File: src/rtl/cuckoo_table_loader_if.sv
// rtl/cuckoo_table_loader_if.sv - host configuration beat channel for the cuckoo table loader
interface cuckoo_table_loader_if;
   logic        cfg_valid;
   logic        cfg_ready;
   logic [1:0]  cfg_sel;
   logic [10:0] cfg_addr;
   logic [33:0] cfg_data;
   logic        cfg_last;

   modport master (
      output cfg_valid, cfg_sel, cfg_addr, cfg_data, cfg_last,
      input  cfg_ready
   );

   modport slave (
      input  cfg_valid, cfg_sel, cfg_addr, cfg_data, cfg_last,
      output cfg_ready
   );
endinterface

File: src/rtl/cuckoo_table_loader.sv
// rtl/cuckoo_table_loader.sv - freezes/drains the cuckoo lookup pipe and writes L1/T3 RAMs from host beats
module cuckoo_table_loader #(
   parameter int PIPE_DEPTH = 4,
   parameter int TIMEOUT    = 64,
   parameter int CNT_W      = 16
) (
   input  logic                 clk,
   input  logic                 rst,
   cuckoo_table_loader_if.slave cfg,
   output logic                 pipe_enable,
   output logic                 l1_we,
   output logic                 t3_we,
   output logic                 l1_we_nocase,
   output logic                 t3_we_nocase,
   output logic [10:0]          wr_addr,
   output logic [33:0]          wr_data,
   output logic                 busy,
   output logic                 addr_err,
   output logic                 timeout_err,
   output logic [CNT_W-1:0]     wr_count
);
   localparam logic [1:0] S_IDLE   = 2'd0;
   localparam logic [1:0] S_DRAIN  = 2'd1;
   localparam logic [1:0] S_WRITE  = 2'd2;
   localparam logic [1:0] S_RESUME = 2'd3;

   localparam int DRAIN_W = (PIPE_DEPTH > 1) ? $clog2(PIPE_DEPTH) : 1;
   localparam int IDLE_W  = (TIMEOUT > 1) ? $clog2(TIMEOUT) : 1;

   logic [1:0]         state_q, state_d;
   logic [DRAIN_W-1:0] drain_q, drain_d;
   logic [IDLE_W-1:0]  idle_q, idle_d;
   logic               pipe_enable_q, pipe_enable_d;
   logic               cfg_ready_q, cfg_ready_d;
   logic               l1_we_q, l1_we_d, t3_we_q, t3_we_d;
   logic               l1_we_nocase_q, l1_we_nocase_d, t3_we_nocase_q, t3_we_nocase_d;
   logic [10:0]        wr_addr_q, wr_addr_d;
   logic [33:0]        wr_data_q, wr_data_d;
   logic               busy_q, busy_d;
   logic               addr_err_q, addr_err_d;
   logic               timeout_err_q, timeout_err_d;
   logic [CNT_W-1:0]   wr_count_q, wr_count_d;
   logic               accept;
   logic               bad_t3;

   // cfg_ready is only ever high in WRITE, so this also keeps beats out of other states
   assign accept = (state_q == S_WRITE) && cfg_ready_q && cfg.cfg_valid;
   assign bad_t3 = cfg.cfg_sel[0] && (cfg.cfg_addr[10:9] != 2'b00);

   always_comb begin
      state_d        = state_q;
      drain_d        = drain_q;
      idle_d         = idle_q;
      l1_we_d        = 1'b0;
      t3_we_d        = 1'b0;
      l1_we_nocase_d = 1'b0;
      t3_we_nocase_d = 1'b0;
      wr_addr_d      = wr_addr_q;
      wr_data_d      = wr_data_q;
      addr_err_d     = 1'b0;
      timeout_err_d  = 1'b0;
      wr_count_d     = wr_count_q;
      case (state_q)
         S_IDLE: begin
            if (cfg.cfg_valid) begin
               state_d = S_DRAIN;
               drain_d = DRAIN_W'(PIPE_DEPTH - 1);
            end
         end
         S_DRAIN: begin
            if (drain_q == '0) begin
               state_d = S_WRITE;
               idle_d  = '0;
            end else begin
               drain_d = drain_q - DRAIN_W'(1);
            end
         end
         S_WRITE: begin
            if (accept) begin
               idle_d    = '0;
               wr_addr_d = cfg.cfg_addr;
               wr_data_d = cfg.cfg_sel[0] ? cfg.cfg_data : {25'd0, cfg.cfg_data[8:0]};
               if (bad_t3) begin
                  addr_err_d = 1'b1;
               end else begin
                  case (cfg.cfg_sel)
                     2'd0:    l1_we_d        = 1'b1;
                     2'd1:    t3_we_d        = 1'b1;
                     2'd2:    l1_we_nocase_d = 1'b1;
                     default: t3_we_nocase_d = 1'b1;
                  endcase
                  if (wr_count_q != {CNT_W{1'b1}}) wr_count_d = wr_count_q + CNT_W'(1);
               end
               if (cfg.cfg_last) state_d = S_RESUME;
            end else if (idle_q == IDLE_W'(TIMEOUT - 1)) begin
               state_d       = S_RESUME;
               timeout_err_d = 1'b1;
               idle_d        = '0;
            end else begin
               idle_d = idle_q + IDLE_W'(1);
            end
         end
         default: state_d = S_IDLE;
      endcase
      // Outputs are registered against the next state so they line up with it
      pipe_enable_d = (state_d == S_IDLE);
      cfg_ready_d   = (state_d == S_WRITE);
      busy_d        = (state_d != S_IDLE);
   end

   always_ff @(posedge clk) begin
      if (rst) begin
         state_q        <= S_IDLE;
         drain_q        <= '0;
         idle_q         <= '0;
         pipe_enable_q  <= 1'b1;
         cfg_ready_q    <= 1'b0;
         l1_we_q        <= 1'b0;
         t3_we_q        <= 1'b0;
         l1_we_nocase_q <= 1'b0;
         t3_we_nocase_q <= 1'b0;
         wr_addr_q      <= '0;
         wr_data_q      <= '0;
         busy_q         <= 1'b0;
         addr_err_q     <= 1'b0;
         timeout_err_q  <= 1'b0;
         wr_count_q     <= '0;
      end else begin
         state_q        <= state_d;
         drain_q        <= drain_d;
         idle_q         <= idle_d;
         pipe_enable_q  <= pipe_enable_d;
         cfg_ready_q    <= cfg_ready_d;
         l1_we_q        <= l1_we_d;
         t3_we_q        <= t3_we_d;
         l1_we_nocase_q <= l1_we_nocase_d;
         t3_we_nocase_q <= t3_we_nocase_d;
         wr_addr_q      <= wr_addr_d;
         wr_data_q      <= wr_data_d;
         busy_q         <= busy_d;
         addr_err_q     <= addr_err_d;
         timeout_err_q  <= timeout_err_d;
         wr_count_q     <= wr_count_d;
      end
   end

   assign cfg.cfg_ready  = cfg_ready_q;
   assign pipe_enable    = pipe_enable_q;
   assign l1_we          = l1_we_q;
   assign t3_we          = t3_we_q;
   assign l1_we_nocase   = l1_we_nocase_q;
   assign t3_we_nocase   = t3_we_nocase_q;
   assign wr_addr        = wr_addr_q;
   assign wr_data        = wr_data_q;
   assign busy           = busy_q;
   assign addr_err       = addr_err_q;
   assign timeout_err    = timeout_err_q;
   assign wr_count       = wr_count_q;
endmodule

File: src/flat_wrapper.sv
// flat-port wrapper written by rule: the top's interface ports become plain ports
module cuckoo_table_loader_flat 
#(
   parameter int PIPE_DEPTH = 4,
   parameter int TIMEOUT    = 64,
   parameter int CNT_W      = 16
)
  (clk, rst, pipe_enable, l1_we, t3_we, l1_we_nocase, t3_we_nocase, wr_addr, wr_data, busy, addr_err, timeout_err, wr_count, cfg_cfg_valid, cfg_cfg_sel, cfg_cfg_addr, cfg_cfg_data, cfg_cfg_last, cfg_cfg_ready);
  cuckoo_table_loader_if cfg_i ();
  input  logic clk;
  input  logic rst;
  output logic pipe_enable;
  output logic l1_we;
  output logic t3_we;
  output logic l1_we_nocase;
  output logic t3_we_nocase;
  output logic [10:0] wr_addr;
  output logic [33:0] wr_data;
  output logic busy;
  output logic addr_err;
  output logic timeout_err;
  output logic [CNT_W-1:0] wr_count;
  input wire logic [$bits(cfg_i.cfg_valid)-1:0] cfg_cfg_valid;
  input wire logic [$bits(cfg_i.cfg_sel)-1:0] cfg_cfg_sel;
  input wire logic [$bits(cfg_i.cfg_addr)-1:0] cfg_cfg_addr;
  input wire logic [$bits(cfg_i.cfg_data)-1:0] cfg_cfg_data;
  input wire logic [$bits(cfg_i.cfg_last)-1:0] cfg_cfg_last;
  output wire logic [$bits(cfg_i.cfg_ready)-1:0] cfg_cfg_ready;
  assign cfg_i.cfg_valid = cfg_cfg_valid;
  assign cfg_i.cfg_sel = cfg_cfg_sel;
  assign cfg_i.cfg_addr = cfg_cfg_addr;
  assign cfg_i.cfg_data = cfg_cfg_data;
  assign cfg_i.cfg_last = cfg_cfg_last;
  assign cfg_cfg_ready = cfg_i.cfg_ready;
  cuckoo_table_loader #(.PIPE_DEPTH(PIPE_DEPTH), .TIMEOUT(TIMEOUT), .CNT_W(CNT_W)) u_core (.clk(clk), .rst(rst), .cfg(cfg_i), .pipe_enable(pipe_enable), .l1_we(l1_we), .t3_we(t3_we), .l1_we_nocase(l1_we_nocase), .t3_we_nocase(t3_we_nocase), .wr_addr(wr_addr), .wr_data(wr_data), .busy(busy), .addr_err(addr_err), .timeout_err(timeout_err), .wr_count(wr_count));
endmodule
File: config.mk
export PLATFORM = sky130hd
export DESIGN_NAME = cuckoo_table_loader_flat
export DESIGN_NICKNAME = d
export VERILOG_FILES = /design/src/rtl/cuckoo_table_loader_if.sv /design/src/rtl/cuckoo_table_loader.sv /design/src/flat_wrapper.sv
export SDC_FILE = /design/constraint.sdc
export NUM_CORES = 1
export LEC_CHECK = 0
export CORE_ASPECT_RATIO = 1.25
export CORE_MARGIN = 2
export CORE_UTILIZATION = 40
export CTS_BUF_LIST = sky130_fd_sc_hd__clkbuf_4
export DETAILED_ROUTE_END_ITERATION = 12
export PLACE_DENSITY = 0.74
export SLEW_MARGIN = 20
export SYNTH_ARGS = -nofsm -noshare
export SYNTH_HDL_FRONTEND = slang
export SYNTH_SLANG_ARGS = --single-unit
File: constraint.sdc
create_clock -name clk -period 2.3 [get_ports clk]
set_clock_uncertainty 0.2 [all_clocks]
set_input_delay 0.23 -clock clk [delete_from_list [all_inputs] [get_ports clk]]
set_output_delay 0.23 -clock clk [all_outputs]
set_load 0.05 [all_outputs]
# Word-level counts from Yosys, hierarchy flattened
# Cells that the tools add are included.
# op_classes
addsub	3
n_eq_ne	10
mux	20
bitwise	3
reduce_logical	19
# ops
operator	count
34-bit two-way mux	1
6-bit two-way mux	3
16-bit by 1-bit adder with 16-bit output (second input constant)	1
16-bit != test (second input constant)	1
2-bit two-way mux	7
6-bit one-hot mux with 2 select lines	1
3-bit OR reduction	3
2-bit logical NOT	4
2-bit nonzero test	4
6-bit by 1-bit adder with 6-bit output (second input constant)	1
2-bit == test (second input constant)	3
6-bit == test (second input constant)	1
1-bit two-way mux	6
2-bit one-hot mux with 3 select lines	1
2-bit by 1-bit == test with 1-bit output (second input constant)	2
2-bit != test (second input constant)	2
2-bit one-hot mux with 2 select lines	1
2-bit AND reduction	2
4-bit AND reduction	1
4-bit OR reduction	1
1-bit logical AND	3
1-bit inverter	3
3-bit AND reduction	1
2-bit by 1-bit != test with 1-bit output (second input constant)	1
2-bit by 1-bit subtractor with 2-bit output (second input constant)	1
# totals
reg_bits	80
inputBits	51
out_inout_bits	70
wordCells	70

# Depth between registers and ports, before layout
# Gate-level depths: netlist (run 1).
# logic_depth
word_depth	6
depth_mapped	7
mapped_depth_nobuf	5

# Least setup slack after synthesis (run 1)
# No wires, ideal clock.
# synth_path
kind	reg2reg
start	register u_core.wr_count_q[0], in the netlist u_core.wr_count[0]
end	register u_core.wr_count_q[6], in the netlist u_core.wr_count[6]
setup_ns	0.115
arrival_time_ns	2.025
t_required_ns	1.985
slack_ns	-0.040
path_stages_with_launch	8
path_buffers	2
synth_period_minus_slack_ns	2.340
path_cell_list	dfxtp_1 -> ha_1 -> and4_1 -> and4_1 -> clkbuf_1 -> buf_2 -> nor4_1 -> o21ba_1
# synth_between
elab_chain_cells	2
word_cells_on_any_way	3
cone_classes	1 x add/sub; 1 x eq/ne; 1 x reduce/logical
# synth_rtl
element	line_no	text
start, declared	cuckoo_table_loader.sv:42	logic [CNT_W-1:0] wr_count_q, wr_count_d;
start signal, assigned	cuckoo_table_loader.sv:143	wr_count_q <= wr_count_d;
parallel branches: the longest is 2 deep, another holds 16-bit by 1-bit adder with 16-bit output	n/a	
# Several ways; the timed one is not identified.
# A chain may end at the register's enable or synchronous reset.

# Final worst setup path (run 1)
# layout_path
start	register u_core.wr_count_q[8], in the netlist u_core.wr_count[8]
end	output wr_count[8]
# layout_rtl
element	line_no	text
end, declared	flat_wrapper.sv:22	output logic [CNT_W-1:0] wr_count;
# No word-level cell between the ends.

==> results of run 1 <==
-- power breakdown --
group / leakage, nW / internal [mW] / switching (mW)
sequential: 0.647 / 1.41 / 0.0134
clock: 0.0587 / 0.229 / 0.467
combinational: 0.919 / 0.138 / 0.122
total: 1.62 / 1.77 / 0.603
-- final cells by class --
cell class                 count  area, um^2
inverter                       4        15.0
timing repair buffer         134        1330
fill                         654        2900
tap                           92         115
multi-input combinational    218        1380
clock buffer                  10        75.1
sequential                    80        1600
clock inverter                 5        33.8
-- per-stage QoR --
| stage | setup WS (ns) | hold WS [ns] | cells | setup TNS, ns |
|---|---|---|---|---|
| 2_1_floorplan | 0.0639 | 0.107 | 323 | 0 |
| 3_3_place_gp | 0.0119 | 0.242 | 528 | 0 |
| 3_5_place_dp | -0.0178 | 0.245 | 528 | -0.0186 |
| 4_1_cts | 0.0788 | 0.0727 | 543 | 0 |
| 5_1_grt | 0.00745 | 0.115 | 543 | 0 |
| 6_report | 0.126 | 0.0888 | 543 | 0 |
-- final timing paths --
check	slack, ns	cells past startpoint	to	from
max	0.13	2	wr_count[8]	u_core.wr_count[8]
min	0.09	2	u_core.idle_q[0]	rst
max reg2reg	0.14	5	u_core.wr_count[13]	u_core.wr_count[0]
min reg2reg	0.26	2	u_core.wr_data[8]	u_core.wr_data[8]
-- state kept, by name, summed over array words and instances, names as in the netlist, 2 cells and up --
signal and flops:
u_core.wr_addr 11, u_core.wr_count 16, u_core.state_q 2, u_core.drain_q 2
u_core.wr_data 34, u_core.idle_q 6
-- cell usage in the layout, fill, tap and decap left out, types with 2 or more instances in the layout --
master / netlist / layout
clkdlybuf4s50_1: 0 / 119
dfxtp_1: 80 / 78
nand2_1: 49 / 49
a21oi_1: 35 / 35
a22o_1: 25 / 25
buf_4: 3 / 12
nor2_1: 11 / 11
clkbuf_4: 0 / 10
nand3_1: 8 / 8
or4_1: 8 / 8
nor2b_1: 7 / 7
o31ai_1: 7 / 7
o21ai_0: 6 / 6
and4_1: 5 / 5
and3_1: 5 / 5
inv_1: 4 / 4
nor4_1: 5 / 4
mux2_2: 4 / 4
and2_1: 3 / 3
nand4_1: 3 / 3
nor3_1: 3 / 3
a311oi_1: 3 / 3
ha_1: 3 / 3
or3_1: 2 / 2
nor4_2: 1 / 2
a41oi_1: 2 / 2
a221oi_1: 2 / 2
nand3b_1: 2 / 2
clkinvlp_4: 0 / 2
clkinv_2: 0 / 2
buf_12: 0 / 2
dfxtp_2: 0 / 2
-- what timing repair did --
action | in CTS | in global routing
endpoints found under the setup margin | 0 | 1
gates resized for setup | 0 | 1
setup buffers | 0 | 0
-- metal layers --
layer / global-route usage, % / routed length [um] / vias up
met5: 0 / 0 / -
met4: 7.94 / 149 / 0
li1: - / - / 1429
met1: 21.9 / 3300 / 1317
met2: 30.7 / 3850 / 86
met3: 4.33 / 631 / 11
-- kinds of logic after synthesis --
kind of cell    Yosys count  synth area share (%)
flops                    80                  51.7
fa+ha+maj                 3                  1.21
buf+inv                  25                  3.96
compound gates           88                  19.4
simple gates            121                  21.6
mux                       6                  2.14
==> results by group, run 1 <==
Status
  – Status: finished clean

Timing
  – Final Critical Period: 2.17 ns
  – Worst relative slew slack: 57.7%
  – Final setup violation count: 0
  – Unrepaired setup endpoints after global routing: false
  – Worst Max-Slew Pin Slew: 0.633 ns
  – Fmax: 460 MHz
  – Max Slew Vio Count: 0
  – Final period util: 94.5%
  – Hold Fails Final Rpt: 0

Worst setup path
  – CP max FO: 7
  – Crit Path Class: reg2out
  – Worst setup EP type: output port
  – Crit-path cells: buf_4 -> clkdlybuf4s50_1
  – Crit path arrival time: 1.74 ns
  – CP max stage delay: 0.80 ns
  – Cell family with most CP delay: buffers and inverters
  – Worst setup SP type: flop
  – Slowest stage cell, crit path: clkdlybuf4s50_1
  – Worst EP required: 1.87 ns
  – Critical path buffers and inverters: 2

Global route
  – Grt ovf: 0
  – Total GRT Usage: 18.2%
  – Largest net degree at the start of global routing: 30
  – Vias in the first global route: 2508
  – Initial antenna violation count: 0
  – First-pass GRT wire length: 11.9 mm

Layout
  – # diodes: 0
  – Layout cells sized above 1: 9.09%
  – Finished Core Util: 61.1%
  – Layout overhead on the synthesized area: 46.8%
  – Final Cell Area: 4550 um^2
  – Fin nets: 501

Synth
  – Dominant cell type by area after synthesis: dfxtp_1
  – EDFF count, synth: 0
  – Synth top cells by count: dfxtp_1 (80), nand2_1 (49), a21oi_1 (35)
  – Synthesized area: 3100 um^2
  – Share of the synthesized area in the top cell type: 51.7%
  – Top-count cell post-synth: dfxtp_1
  – Synth Flop Type: dfxtp_1
  – Yosys warnings: 0
  – Syn Area/Cell: 9.59 um^2
  – Seq/Total Area, Yosys: 51.7%
  – Main area contributors after synthesis: dfxtp_1 (52%), a22o_1 (7.1%), nand2_1 (5.9%)
  – Ys async rst share: 0%
  – Synth cell types: 49
  – Post-Syn Instances: 323
  – Post-synthesis register bit count: 80
  – Mapped Nets: 377

Die
  – Initial Util: 41.6%
  – Core outline area: 7440 um^2
  – Die X: 82.7 um
  – DIE AREA: 8470 um^2
  – Die height: 102 um
  – Cell Rows: 35
  – I/O pin count: 121

Placed design
  – Final HPWL DP: 5.83 mm
  – Dpl cell area: 4430 um^2
  – Gpl congestion: 0.752
  – PortBufs: 120

Drt
  – Number of DRC markers in iteration 0: 67
  – Post-route antenna net violation count: 0
  – Routed WL per cell: 14.6 um
  – Detailed Route WL: 7.93 mm
  – Vias per inst: 5.24
  – # DRC: 0
  – Routed vias: 2843
  – DRT Pass-1 Iters: 4

Run
  – Max_cap viols: 0

Clocking
  – Max clock buf depth: 2
  – Root buf cell: clkbuf_4
  – Clock transition at path regs: 0.13 ns
  – CTS Sinks: 80
  – Worst-Skew Late Latency: 0.42 ns
  – H-tree levels: 3
  – CTS Buf Count: 9
  – CTS Hold Bufs: 0
  – TritonCTS clock tree: done

Power
  – Overall power: 2.37 mW
  – Maximum vdd drop: 0.379 mV
  – Pleak: 1.62 nW
  – Pwr per Cell Area: 522 nW/um^2

Min path
  – Min-delay worst type: in2reg
(Power assumes the default switching activity.)
==> run 2: changes to the inputs <==
- CTS_CLUSTER_SIZE: not set -> 30
==> results of run 2 <==
No change in the layout: final DEF, timing and power equal those of run 1.
==> run 3: changes to the inputs <==
- CTS_CLUSTER_SIZE: 30 -> 20
- MAX_ROUTING_LAYER: not set -> met4
==> run 3 against run 2 <==
Net effect:
- combinational power hardly changed
- non-clock buffer count unchanged
- worst hold slack gained 0.00065 ns
- first-iteration DRC count grew 13%
- sequential cell count stayed put
- register-to-register slack hardly changed
- fmax about the same
- die area unchanged
- clock-buffer cell count stayed put
- utilization is the same
- routed wire length shrank 0.19%
- cell count unchanged
- critical endpoint unchanged
- largest cell class unchanged
==> results by group, run 3 (same netlist as run 1, synthesis figures left out) <==
Status
  – Status: finished clean

Drt
  – DRT Pass-1 Iters: 5 (+1)
  – Detailed Route WL: 7.92 mm (-0.19%)
  – Routed WL per cell: 14.6 um (-0.19%)
  – Post-route antenna net violation count: 0 (unchanged)
  – Routed vias: 2826 (-0.60%)
  – Number of DRC markers in iteration 0: 76 (+13%)
  – # DRC: 0 (unchanged)
  – Vias per inst: 5.20 (-0.60%)

Global route
  – Largest net degree at the start of global routing: 30 (unchanged)
  – Grt ovf: 0 (unchanged)
  – Total GRT Usage: 18.8% (+0.56 points)
  – Initial antenna violation count: 0 (unchanged)
  – First-pass GRT wire length: 11.9 mm (about the same)
  – Vias in the first global route: 2511 (+0.12%)

Clocking
  – Root buf cell: clkbuf_4
  – Post-CTS setup buffer count: 0 (unchanged)
  – TritonCTS clock tree: done
  – Worst-Skew Late Latency: 0.42 ns (about the same)
  – Max clock buf depth: 2 (unchanged)
  – Clock transition at path regs: 0.13 ns (about the same)
  – CTS Hold Bufs: 0 (unchanged)
  – H-tree levels: 3 (unchanged)
  – CTS Buf Count: 9 (unchanged)
  – Cts repair resizes: 0 (unchanged)
  – CTS Sinks: 80 (unchanged)

Layout
  – Max FFs per register: 34 (unchanged)
  – Most frequent cells in the layout: clkdlybuf4s50_1 (119), dfxtp_1 (78), nand2_1 (49)
  – # diodes: 0 (unchanged)
  – Reg area: 1600 um^2 (unchanged)
  – Fillers: 654 (unchanged)
  – Layout overhead on the synthesized area: 46.8% (unchanged)
  – Multi-input logic area: 1380 um^2 (unchanged)
  – Fin nets: 501 (unchanged)
  – Most common cell after layout, fill and taps aside: clkdlybuf4s50_1
  – Layout cells sized above 1: 9.09% (unchanged)

Timing
  – Setup TNS: 0 ns (unchanged)
  – Hold Fails Final Rpt: 0 (unchanged)
  – Final period util: 94.5% (about the same)
  – Final worst setup slack: 0.126 ns (+0.000321 ns)
  – Unrepaired setup endpoints after global routing: false
  – Worst relative slew slack: 59.1% (+1.4 points)
  – Worst Max-Slew Pin Slew: 0.613 ns (-0.0203 ns)
  – Fmax: 460 MHz (about the same)
  – Final Critical Period: 2.17 ns (-0.000321 ns)
  – Max Slew Vio Count: 0 (unchanged)
  – Final setup violation count: 0 (unchanged)

Placed design
  – Worst-case setup slack after placement: -0.0178 ns (unchanged)
  – Gpl congestion: 0.761 (+1.3%)
  – Final HPWL DP: 5.83 mm (unchanged)
  – PortBufs: 120 (unchanged)

Die
  – I/O pin count: 121 (unchanged)
  – Cell Rows: 35 (unchanged)
  – Core outline area: 7440 um^2 (unchanged)
  – DIE AREA: 8470 um^2 (unchanged)
  – Die height: 102 um (unchanged)
  – Die X: 82.7 um (unchanged)
  – Initial Util: 41.6% (unchanged)

Min path
  – Min-delay worst type: in2reg

Power
  – Pwr per Cell Area: 523 nW/um^2 (+0.13%)
  – Pleak: 1.62 nW (unchanged)
  – Maximum vdd drop: 0.379 mV (about the same)

Worst setup path
  – CP max FO: 7 (unchanged)
  – Worst setup SP type: flop
  – Worst setup EP type: output port
  – Worst EP required: 1.87 ns (about the same)
  – Crit Path Class: reg2out
  – Crit path arrival time: 1.74 ns (about the same)

Run
  – Max_cap viols: 0 (unchanged)
## run 3: worst paths after layout
| path | start | endpoint | slack, ns | cells past startpoint |
|---|---|---|---|---|
| max | u_core.wr_count[8] | wr_count[8] | 0.13 | 2 |
| min | rst | u_core.idle_q[0] | 0.09 | 2 |
| max reg2reg | u_core.wr_count[0] | u_core.wr_count[13] | 0.15 | 5 |
| min reg2reg | u_core.wr_data[8] | u_core.wr_data[8] | 0.26 | 2 |
## run 3: area by class of cell
type	count	share of cell area (%)
Clock inverter	5	0.743
Timing Repair Buffer	134	29.2
Sequential cell	80	35.3
Multi-Input combinational cell	218	30.3
Inverter	4	0.330
Tap cell	92	2.53
Clock buffer	10	1.65
## run 3: metal layers
layer / track usage [%] / up-vias / wire, um
li1: - / 1429 / -
met1: 22.0 / 1300 / 3280
met2: 30.7 / 86 / 3860
met3: 4.24 / 11 / 625
met4: 7.94 / 0 / 148
met5: - / - / 0
## run 3: power by group
group | total (mW) | switching [mW] | leakage (nW) | internal, mW
logic | 0.260 | 0.122 | 0.919 | 0.138
registers | 1.42 | 0.0135 | 0.647 | 1.41
clock network | 0.699 | 0.470 | 0.0587 | 0.229
## run 3: stage by stage
| step | util, % | hold slack (ns) | instance area [um^2] | std cells | power (mW) |
|---|---|---|---|---|---|
| 6_report | 61.1 | 0.0895 | 4550 | 543 | 2.38 |
| 3_3_place_gp | 59.6 | 0.242 | 4430 | 528 | 1.71 |
| 5_1_grt | 61.1 | 0.119 | 4550 | 543 | 2.48 |
| 4_1_cts | 61.0 | 0.0727 | 4540 | 543 | 2.40 |
| 3_5_place_dp | 59.6 | 0.245 | 4430 | 528 | 1.71 |
| 2_1_floorplan | - | 0.107 | 3100 | 323 | 1.57 |
## run 3: critical path, cell delays in order (launching register included)
cell and delay [ns]:
dfxtp_1 0.37, buf_4 0.15, clkdlybuf4s50_1 0.80
